## config.mk

```make
export PLATFORM = sky130hd
export DESIGN_NAME = demux2_1_stream
export DESIGN_NICKNAME = d
export VERILOG_FILES = /design/src/rtl/demux_pkg.sv /design/src/rtl/demux_fifo.sv /design/src/rtl/demux2_1_stream.sv
export SDC_FILE = /design/constraint.sdc
export NUM_CORES = 1
export LEC_CHECK = 0
export CAP_MARGIN = 20
export CORE_UTILIZATION = 45
export DETAILED_ROUTE_END_ITERATION = 6
export PLACE_DENSITY = 0.69
export SETUP_SLACK_MARGIN = 0.02
export SYNTH_ARGS = -nofsm -noshare
export SYNTH_HDL_FRONTEND = slang
export SYNTH_SLANG_ARGS = --single-unit
```

## constraint.sdc

```tcl
create_clock -name clk -period 9.2 [get_ports clk]
set_input_delay 0.92 -clock clk [delete_from_list [all_inputs] [get_ports clk]]
set_output_delay 0.92 -clock clk [all_outputs]
set_load 0.02 [all_outputs]
```

## src/rtl/demux_pkg.sv

```systemverilog
// Shared defaults and the destination-port encoding for the 2-way stream demux.
package demux_pkg;

    localparam int DEFAULT_WIDTH = 64;
    localparam int DEFAULT_DEPTH = 2;

    typedef enum logic {
        PORT0 = 1'b0,
        PORT1 = 1'b1
    } port_e;

endpackage

```

## src/rtl/demux_fifo.sv

```systemverilog
// Synchronous FIFO with registered storage; the head word is read straight from
// the storage array, so there is never a combinational path from push data to head.
module demux_fifo
    import demux_pkg::*;
#(
    parameter int WIDTH = DEFAULT_WIDTH,
    parameter int DEPTH = DEFAULT_DEPTH,
    localparam int PW = $clog2(DEPTH),
    localparam int CW = $clog2(DEPTH) + 1
) (
    input  logic             clk,
    input  logic             reset_n,
    input  logic             i_push,
    input  logic [WIDTH-1:0] i_push_data,
    input  logic             i_pop,
    output logic             o_full,
    output logic             o_empty,
    output logic [CW-1:0]    o_count,
    output logic [WIDTH-1:0] o_head
);

    logic [WIDTH-1:0] r_mem [DEPTH];
    logic [PW-1:0]    r_wr_ptr;
    logic [PW-1:0]    r_rd_ptr;
    logic [CW-1:0]    r_count;
    logic             w_push;
    logic             w_pop;

    assign o_full  = (r_count == CW'(DEPTH));
    assign o_empty = (r_count == '0);
    assign o_count = r_count;
    assign o_head  = r_mem[r_rd_ptr];

    // Guard here as well so a full push or empty pop can never corrupt the count.
    assign w_push = i_push && !o_full;
    assign w_pop  = i_pop && !o_empty;

    always_ff @(posedge clk) begin
        if (w_push) begin
            r_mem[r_wr_ptr] <= i_push_data;
        end
    end

    // DEPTH is a power of two, so the pointers wrap by natural overflow.
    always_ff @(posedge clk or negedge reset_n) begin
        if (!reset_n) begin
            r_wr_ptr <= '0;
            r_rd_ptr <= '0;
            r_count  <= '0;
        end else begin
            if (w_push) begin
                r_wr_ptr <= r_wr_ptr + 1'b1;
            end
            if (w_pop) begin
                r_rd_ptr <= r_rd_ptr + 1'b1;
            end
            case ({w_push, w_pop})
                2'b10:   r_count <= r_count + CW'(1);
                2'b01:   r_count <= r_count - CW'(1);
                default: r_count <= r_count;
            endcase
        end
    end

endmodule

```

## src/rtl/demux2_1_stream.sv

```systemverilog
// 1-to-2 stream demultiplexer: each accepted word is queued only in the buffer
// chosen by in_sel; each output drains independently.
module demux2_1_stream
    import demux_pkg::*;
#(
    parameter int WIDTH = DEFAULT_WIDTH,
    parameter int DEPTH = DEFAULT_DEPTH,
    localparam int CW = $clog2(DEPTH) + 1
) (
    input  logic             clk,
    input  logic             reset_n,
    input  logic [WIDTH-1:0] in_data,
    input  logic             in_sel,
    input  logic             in_valid,
    output logic             in_ready,
    output logic [WIDTH-1:0] out0_data,
    output logic             out0_valid,
    input  logic             out0_ready,
    output logic [WIDTH-1:0] out1_data,
    output logic             out1_valid,
    input  logic             out1_ready,
    output logic [CW-1:0]    count0,
    output logic [CW-1:0]    count1
);

    // Handshake: a word moves on a rising edge exactly when valid and ready are
    // both high on that interface. in_ready looks only at the selected buffer and
    // never at in_valid; out_valid never depends on out_ready.

    port_e w_sel;
    logic  w_full0;
    logic  w_full1;
    logic  w_empty0;
    logic  w_empty1;
    logic  w_push0;
    logic  w_push1;
    logic  w_pop0;
    logic  w_pop1;

    assign w_sel    = port_e'(in_sel);
    assign in_ready = (w_sel == PORT1) ? !w_full1 : !w_full0;

    assign w_push0 = in_valid && in_ready && (w_sel == PORT0);
    assign w_push1 = in_valid && in_ready && (w_sel == PORT1);

    assign out0_valid = !w_empty0;
    assign out1_valid = !w_empty1;
    assign w_pop0     = out0_valid && out0_ready;
    assign w_pop1     = out1_valid && out1_ready;

    demux_fifo #(
        .WIDTH (WIDTH),
        .DEPTH (DEPTH)
    ) u_fifo0 (
        .clk         (clk),
        .reset_n     (reset_n),
        .i_push      (w_push0),
        .i_push_data (in_data),
        .i_pop       (w_pop0),
        .o_full      (w_full0),
        .o_empty     (w_empty0),
        .o_count     (count0),
        .o_head      (out0_data)
    );

    demux_fifo #(
        .WIDTH (WIDTH),
        .DEPTH (DEPTH)
    ) u_fifo1 (
        .clk         (clk),
        .reset_n     (reset_n),
        .i_push      (w_push1),
        .i_push_data (in_data),
        .i_pop       (w_pop1),
        .o_full      (w_full1),
        .o_empty     (w_empty1),
        .o_count     (count1),
        .o_head      (out1_data)
    );

endmodule
```

# --- Yosys cells after proc, flatten, opt, wreduce, memory -nomap -nowiden ---
# Memory sizes are Yosys's and may differ from the RTL's.
# Cells that the tools add are included.
classes:
  n_addsub: 8
  n_mux: 7
  magnitude_cmp: 0
  n_shift: 0
  n_eq_ne: 6
  multipliers: 0
  bitwise: 1
  div_mod_pow: 0
  reduce_logical: 17
ops:
  columns: ["op", "n"]
  rows:
  - ["1-bit logical AND", 9]
  - ["2-bit equality test (second input constant)", 4]
  - ["2-bit one-hot mux with 2 select lines", 2]
  - ["1-bit two-way mux", 5]
  - ["1-bit adder (second input constant)", 4]
  - ["2-bit by 1-bit adder with 2-bit output (second input constant)", 2]
  - ["2-bit by 1-bit equality test with 1-bit output (second input constant)", 2]
  - ["1-bit zero test", 4]
  - ["2-bit zero test", 2]
  - ["2-bit nonzero test", 2]
  - ["2-bit by 1-bit subtractor with 2-bit output (second input constant)", 2]
  - ["1-bit NOT", 1]
totals:
  rom_bits: 0
  latchBits: 0
  ram_bits: 256
  wordCells: 47
  memories: 2
  output_inout_bits: 135
  in_bits: 70
  regBits: 8
memory_table:
  columns: ["name", "words", "word_bits", "read_ports", "rd_ports_with_merged_regs", "wr", "line", "rtl"]
  rows:
  - ["u_fifo0.r_mem", 2, 64, 1, 0, 1, "demux_fifo.sv:22", "logic [WIDTH-1:0] r_mem [DEPTH];"]
  - ["u_fifo1.r_mem", 2, 64, 1, 0, 1, "demux_fifo.sv:22", null]

# --- Longest topological paths before layout ---
# Gate-level depths: netlist of the first run.
depth:
  depth_word: 8
  mapped_depth: 6
  mapped_depth_nobuf: 6

# --- Modules after synthesis ---
# Synthesis of the first run repeated with hierarchy kept, for this count alone.
hier_totals:
  cells_unflattened: 441
  hier_area_um2: 10083.4
modules_own_cells:
  columns: ["module", "instances", "area_each_um2", "cells_per_inst", "seq_area_each_um2"]
  rows:
  - ["demux_fifo", 2, 5018.6, 217, 3943.8]
  - ["demux2_1_stream", 1, 46.3, 7, 0.0]

# --- Least setup slack after synthesis of the first run ---
# OpenSTA, ideal clock, no wires.
synth_timing:
  path_type: "input to register"
  from: "input port in_sel"
  to: "memory u_fifo0.r_mem[0][0] (netlist bit), enable pin"
  required_ns: 8.713
  path_slack_ns: 4.870
  n_path_buf: 0
  t_arrival_ns: 3.843
  setup_time_ns: 0.487
  stages: 2
  path_cell_list: "nand3b_1 nor2_1"
synth_via:
  elab_chain_len: 6
  elab_cells_between_ends: 7
  cone_classes: "3 x mux; 1 x bitwise; 3 x reduce/logical"
synth_rtl:
  columns: ["element", "line", "rtl"]
  rows:
  - ["start, declared", "demux2_1_stream.sv:13", "input logic in_sel,"]
  - ["1-bit two-way mux", "demux2_1_stream.sv:41", "assign in_ready = (w_sel == PORT1) ? !w_full1 : !w_full0;"]
  - ["1-bit logical AND", "demux2_1_stream.sv:43", "assign w_push0 = in_valid && in_ready && (w_sel == PORT0);"]
  - ["1-bit logical AND *", "demux2_1_stream.sv:43", null]
  - ["1-bit logical AND *", "demux_fifo.sv:35", "assign w_push = i_push && !o_full;"]
  - ["1-bit two-way mux *", "demux_fifo.sv:39", "if (w_push) begin"]
  - ["1-bit two-way mux (not written as such) *", "demux_fifo.sv:40", "r_mem[r_wr_ptr] <= i_push_data;"]
  - ["end, declared", "demux_fifo.sv:22", null]
# Mark *: on every way between the ends. The rest lies on a longest branch, timed or not.

# --- Worst setup path in the final report of the first run ---
layout_timing:
  from: "register u_fifo0.r_rd_ptr"
  to: "output port out0_data[63]"
layout_via:
  elab_chain_len: 1
layout_rtl:
  columns: ["element", "line", "rtl"]
  rows:
  - ["start, declared", "demux_fifo.sv:24", "logic [PW-1:0] r_rd_ptr;"]
  - ["start signal, assigned", "demux_fifo.sv:55", "r_rd_ptr <= r_rd_ptr + 1'b1;"]
  - ["memory 2 x 64 bit", null, null]
  - ["end, declared", "demux2_1_stream.sv:16", "output logic [WIDTH-1:0] out0_data,"]
# Every way passes these cells.

==> flow_summary_export.csv, run 1 <==
group,metric,value,unit
die,start_util,46.0,%
timing,fin_worst_skew,0.0107,ns
drt,drc,0,
timing,finalHoldViolCount,0,
power_and_ir_drop,vdd_drop_max,0.190,mV
synth,synth-edff-count,256,
placed_design,gp_congestion,0.706,
die,die-area,23000,um2
worst_setup_path,rrSetupSlack,7.04,ns
clock_tree,clockBufferDepth,3,
timing,worst_slew_pin_slew,0.994,ns
timing,max_freq,0.256,GHz
layout,final_nets,732,
drt,wire_per_inst,20.0,um
layout,fillers,1576,
drt,via_per_inst,4.96,
worst_setup_path,cp-end-kind,"primary output",
clock_tree,cts_setup_buffers,0,
grt,grt_pass1_wl,27.9,mm
synth,synth_top_cell_area_share,76.4,%
layout,syn2layout_area_growth,32.4,%
timing,setup_ws,5.30,ns
timing,tns,0,ns
clock_tree,ctsHoldBuffers,0,
hold_path,hold_path.class,"register to register",
clock_tree,cts_sinks,264,
status,outcome,"finished clean",
grt,grt_use_total,16.5,%
synth,netlist_top_cells_area,"edfxtp_1, mux2_4, mux2_2, dfrtp_1, buf_6",
synth,ys_ff_latch,264,
synth,synthCells,435,
worst_setup_path,reg2reg_from,"u_fifo0.o_count[0]$_DFFE_PN0P_",
synth,yosys_warnings,0,
placed_design,portBuffers,204,
timing,drv_slew,0,
flow_run,cap_violations,0,
drt,drt_wl_total,19.2,mm
layout,drive_above_1_share,27.5,%
timing,finalSetupViolations,0,
power_and_ir_drop,p_leak,4.74,nW
synth,synth_common_cells,"edfxtp_1, mux2_4, mux2_2",
clock_tree,post_cts_resized,0,
worst_setup_path,critPathArrivalTime,2.98,ns
synth,async_reset_ff_share,3.03,%
timing,max_slew_margin,33.7,%
synth,yosysMostFrequentCell,"edfxtp_1",
synth,syn_nets,507,
die,die_w,152,um
placed_design,dp_hpwl,11.6,mm
worst_setup_path,critPathKind,"register to primary output",
timing,fin_crit_sh,42.4,%
synth,synth_flop_cell,"edfxtp_1",
power_and_ir_drop,power,4.16,mW
timing,finalCriticalPeriod,3.90,ns
synth,syn_area,10100,um2
worst_setup_path,r2r_end,"u_fifo0.r_mem[0][42]$_DFFE_PP_",
clock_tree,cts_tree,"yes",
hold_path,holdPathEnd,"u_fifo0.o_count[1]$_DFFE_PN0P_",
clock_tree,numCtsBuffers,27,
synth,synth_cell_type_count,16,
die,ios,205,
placed_design,pre_cts_slack,5.77,ns
grt,grt-ovfl-total,0,
worst_setup_path,crit_fanout,39,
grt,grt_pass1_vias,4871,
drt,antenna_left,0,
timing,rsz0062_at_grt,"no",
hold_path,hold_start,"u_fifo0.o_count[1]$_DFFE_PN0P_",
die,core,21900,um2
synth,syn_avg_cell_area,23.1,um2
hold_path,hold_depth,1,
die,die_y,152,um
grt,grt_max_degree,65,
drt,first_iter_violations,252,
worst_setup_path,start_kind,"register",
drt,dr.pass1.iters,4,
clock_tree,root_buffer,"clkbuf_16",
clock_tree,clock_latency,0.51,ns
clock_tree,cts-htree-levels,1,
layout,diodes,0,
power_and_ir_drop,p_per_area,312,nW/um2
synth,yosys.area.top_type,"edfxtp_1",
worst_setup_path,r2r_cells,4,
clock_tree,clk_pin_slew,0.06,ns
synth,ys_seq_area_share,78.4,%
worst_setup_path,critical_path_required,8.28,ns
grt,antenna_found_initial,0,
die,rows,54,
drt,vias,4760,
==> layout make-up <==
class,instances,area [um2],share of cell area [%]
clock inverter,13,140,1.05
sequential,264,7900,59.3
tap,280,350,2.63
multi-input combinational,155,2050,15.4
inverter,2,7.51,0.0563
timing repair buffer,210,2090,15.7
clock buffer,36,790,5.93
==> registers in the layout, summed over array words and instances, names as in the netlist <==
| signal | count |
|---|---|
| u_fifo1.r_mem | 128 |
| u_fifo0.r_wr_ptr | 1 |
| u_fifo0.o_count | 2 |
| u_fifo1.o_count | 2 |
| u_fifo1.r_rd_ptr | 1 |
| u_fifo0.r_mem | 128 |
| u_fifo1.r_wr_ptr | 1 |
| u_fifo0.r_rd_ptr | 1 |
==> power breakdown <==
part | internal [mW] | switching [mW] | total [mW]
registers | 1.51 | 0.112 | 1.62
logic | 0.758 | 0.683 | 1.44
clock network | 0.683 | 0.419 | 1.10
total | 2.95 | 1.21 | 4.16
==> how the worst max path moves through the flow <==
stage                                             from                       endpoint  slack [ns]  depth (start not counted)
final                     u_fifo0.r_rd_ptr$_DFFE_PN0P_                  out0_data[63]        5.30                          3
after global routing      u_fifo0.r_rd_ptr$_DFFE_PN0P_                   out0_data[1]        5.17                          3
after CTS                 u_fifo0.r_rd_ptr$_DFFE_PN0P_                  out0_data[63]        5.22                          3
after detailed placement  u_fifo0.r_rd_ptr$_DFFE_PN0P_                  out0_data[63]        5.77                          3
after global placement    u_fifo0.r_rd_ptr$_DFFE_PN0P_                   out0_data[2]        5.83                          3
after floorplan                                 in_sel  u_fifo0.r_mem[0][0]$_DFFE_PP_        4.87                          2
==> worst max-delay path, cell delays in order (launching register included) <==
cell             delay [ns]
dfrtp_4                0.76
buf_4                  0.68
mux2_2                 0.41
clkdlybuf4s50_1        0.55
==> metrics by stage <==
step,hold slack [ns],instances,cell area (um2),util (%)
finish,0.523,960,13300,60.9
global route,0.547,960,13300,60.9
CTS,0.525,960,13300,60.9
detailed placement,0.514,911,12400,56.6
global placement,0.499,911,12400,56.6
floorplan,0.468,435,10100,-
==> placed cells by master (no fill, tap or decap), types with 4 or more instances in the layout <==
cell             Yosys  final
buf_4                0      6
clkbuf_16            0     27
clkbuf_8             0      8
clkdlybuf4s50_1      0    204
clkinv_1             0      5
dfrtp_1              8      6
edfxtp_1           256    256
mux2_2              29     29
mux2_4             100    100
nor2_4               0      4
xnor2_1              6      6
xor2_1               4      4
==> layer usage <==
metal	share of wire (%)	GRT usage, %	up-vias	routed length [um]
met5	0	0	-	0
met4	0.79	3.37	0	152
met3	6.6	3.68	15	1260
met2	48	26.7	161	9260
met1	45	22.9	2420	8570
li1	-	-	2164	-
==> kinds of logic (layout without fill, tap and decap cells) <==
family | count (synthesis) | in the layout | share of synthesized area, %
XOR/XNOR | 10 | 10 | 0.870
adder cells (fa/ha/maj) | 2 | 2 | 0.249
flip-flops | 264 | 264 | 78.4
buffers and inverters | 16 | 261 | 1.52
AND/OR/NAND/NOR | 14 | 14 | 0.821
multiplexers | 129 | 129 | 18.2
Note: power is estimated with default switching activity, not from simulation.
==> inputs of run 2 (changes only) <==
Settings changed: PLACE_DENSITY 0.69 to 0.72.
Clock period 9.2 ns to 3.25 ns, I/O delays scaled along.
==> flow_summary_export.csv, run 2 (synthesis gave the netlist of run 1 again) <==
group,metric,value,unit
status,outcome,"finished clean",
grt,grt_pass1_wl,27.7,mm
timing,finalHoldViolCount,0,
timing,fin_crit_sh,91.6,%
placed_design,dp_hpwl,12.2,mm
power_and_ir_drop,vdd_drop_max,0.865,mV
timing,worst_slew_pin_slew,0.674,ns
die,ios,205,
timing,rsz0062_at_grt,"no",
grt,grt_max_degree,40,
power_and_ir_drop,p_switching,3.41,mW
layout,syn2layout_area_growth,33.0,%
layout,mostFrequentLayoutCell,"edfxtp_1",
drt,wire_per_inst,19.0,um
timing,fin_worst_skew,0.0164,ns
layout,drive_above_1_share,28.1,%
clock_tree,root_buffer,"clkbuf_16",
power_and_ir_drop,p_comb_share,35.1,%
drt,drt_wl_total,18.5,mm
drt,dr.pass1.iters,4,
drt,antenna_left,0,
worst_setup_path,critical_path.max_stage_delay,0.86,ns
clock_tree,ctsHoldBuffers,0,
worst_setup_path,worstPathCellList,"buf_4 -> mux2_2 -> clkdlybuf4s50_1",
layout,final_util,61.1,%
power_and_ir_drop,internal_power,8.23,mW
worst_setup_path,crit_fanout,33,
grt,grt_use_met3,4.34,%
grt,antenna_found_initial,0,
placed_design,place_area,12500,um2
worst_setup_path,critical_path_required,2.92,ns
die,die_w,152,um
clock_tree,clk_pin_slew,0.06,ns
grt,use_met2,27.7,%
power_and_ir_drop,p_per_area,870,nW/um2
layout,largest_registers,"u_fifo0.r_mem: 128 flops, u_fifo1.r_mem: 128 flops",
worst_setup_path,critPathKind,"register to primary output",
power_and_ir_drop,power_frac_clock,25.2,%
grt,grt-ovfl-total,0,
placed_design,gp_congestion,0.717,
power_and_ir_drop,p_leak,4.78,nW
worst_setup_path,start_kind,"register",
layout,postLayoutCellArea,13400,um2
timing,max_freq,0.336,GHz
clock_tree,cts_sinks,264,
flow_run,cap_violations,0,
timing,drv_slew,0,
drt,drc,0,
clock_tree,clockBufferDepth,3,
worst_setup_path,cp-end-kind,"primary output",
die,die-area,23000,um2
clock_tree,cts-htree-levels,1,
worst_setup_path,crit_family,"buffers and inverters",
timing,max_slew_margin,55.0,%
die,rows,54,
clock_tree,clock_latency,0.52,ns
layout,fillers,1549,
hold_path,hold_path.class,"input port to asynchronous set/reset pin",
grt,busiest_layer,"met2",
timing,setup_ws,0.274,ns
power_and_ir_drop,seqPwrFrac,39.8,%
drt,vias,4783,
drt,via_per_inst,4.93,
die,die_y,152,um
die,start_util,46.0,%
placed_design,pre_cts_slack,0.788,ns
grt,grt_pass1_vias,5067,
power_and_ir_drop,power.share.switching,29.3,%
clock_tree,post_cts_resized,0,
clock_tree,cts_setup_buffers,0,
worst_setup_path,slowest_stage,"dfrtp_4",
worst_setup_path,critPathArrivalTime,2.65,ns
clock_tree,numCtsBuffers,27,
timing,finalCriticalPeriod,2.98,ns
timing,finalSetupViolations,0,
drt,first_iter_violations,169,
grt,grt_use_total,16.1,%
layout,final_nets,745,
placed_design,portBuffers,204,
layout,diodes,0,
grt,use_met1,20.0,%
die,core,21900,um2
clock_tree,cts_tree,"yes",
layout,final_cell_mix,"edfxtp_1, clkdlybuf4s50_1, mux2_4",
worst_setup_path,cp_num_buf_inv,2,
-- run 2: through the flow --
stage	total power [mW]	cells	setup TNS, ns	hold WS (ns)
2_1_floorplan	7.15	435	-95.85	0.0294
3_3_place_gp	8.77	924	0	0.503
3_5_place_dp	8.83	924	0	0.507
4_1_cts	11.8	971	0	0.0976
5_1_grt	12.1	971	0	0.107
6_report	11.6	971	0	0.0934
-- run 2: final cells by class --
class                   instances  area (um2)  share of cell area [%]
clock buffers                  34         702                    5.25
clock inverters                13         139                    1.04
inverters                       2        7.51                  0.0561
multi-input cells             155        2050                    15.3
flip-flops and latches        264        7900                    59.0
well taps                     280         350                    2.62
repair buffers                223        2230                    16.7
-- run 2: worst reg2reg max path: cells and delay by family, from the launching register on --
kind / cells / cell delay (ns)
DFF: 1 / 0.44
and+or+nand+nor: 3 / 0.93
buffers and inverters: 1 / 0.25
-- run 2: power groups by stage --
stage                     logic [mW]  clock network (mW)  registers (mW)
after floorplan                 2.67                   0            4.48
after global placement          4.09                   0            4.68
after detailed placement        4.12                   0            4.71
after CTS                       4.14                2.99            4.64
after global routing            4.31                3.11            4.68
final                           4.08                2.93            4.63
-- run 2: routing by layer --
layer | up-vias | wire [um]
met5 | - | 0
met4 | 0 | 361
met3 | 34 | 1270
met2 | 155 | 9170
met1 | 2408 | 7660
li1 | 2186 | -
-- run 2: final timing paths --
path / cells past startpoint / slack, ns / to / start
max: 3 / 0.27 / out1_data[5] / u_fifo1.r_rd_ptr$_DFFE_PN0P_
min: 1 / 0.09 / u_fifo1.o_count[1]$_DFFE_PN0P_ / reset_n
max reg2reg: 4 / 1.31 / u_fifo0.r_mem[0][1]$_DFFE_PP_ / u_fifo0.o_count[0]$_DFFE_PN0P_
min reg2reg: 1 / 0.52 / u_fifo1.o_count[1]$_DFFE_PN0P_ / u_fifo1.o_count[1]$_DFFE_PN0P_
max in group asynchronous: 1 / 2.85 / u_fifo1.r_rd_ptr$_DFFE_PN0P_ / reset_n
min in group clk: 1 / 0.44 / u_fifo1.r_mem[0][58]$_DFFE_PP_ / in_data[58]
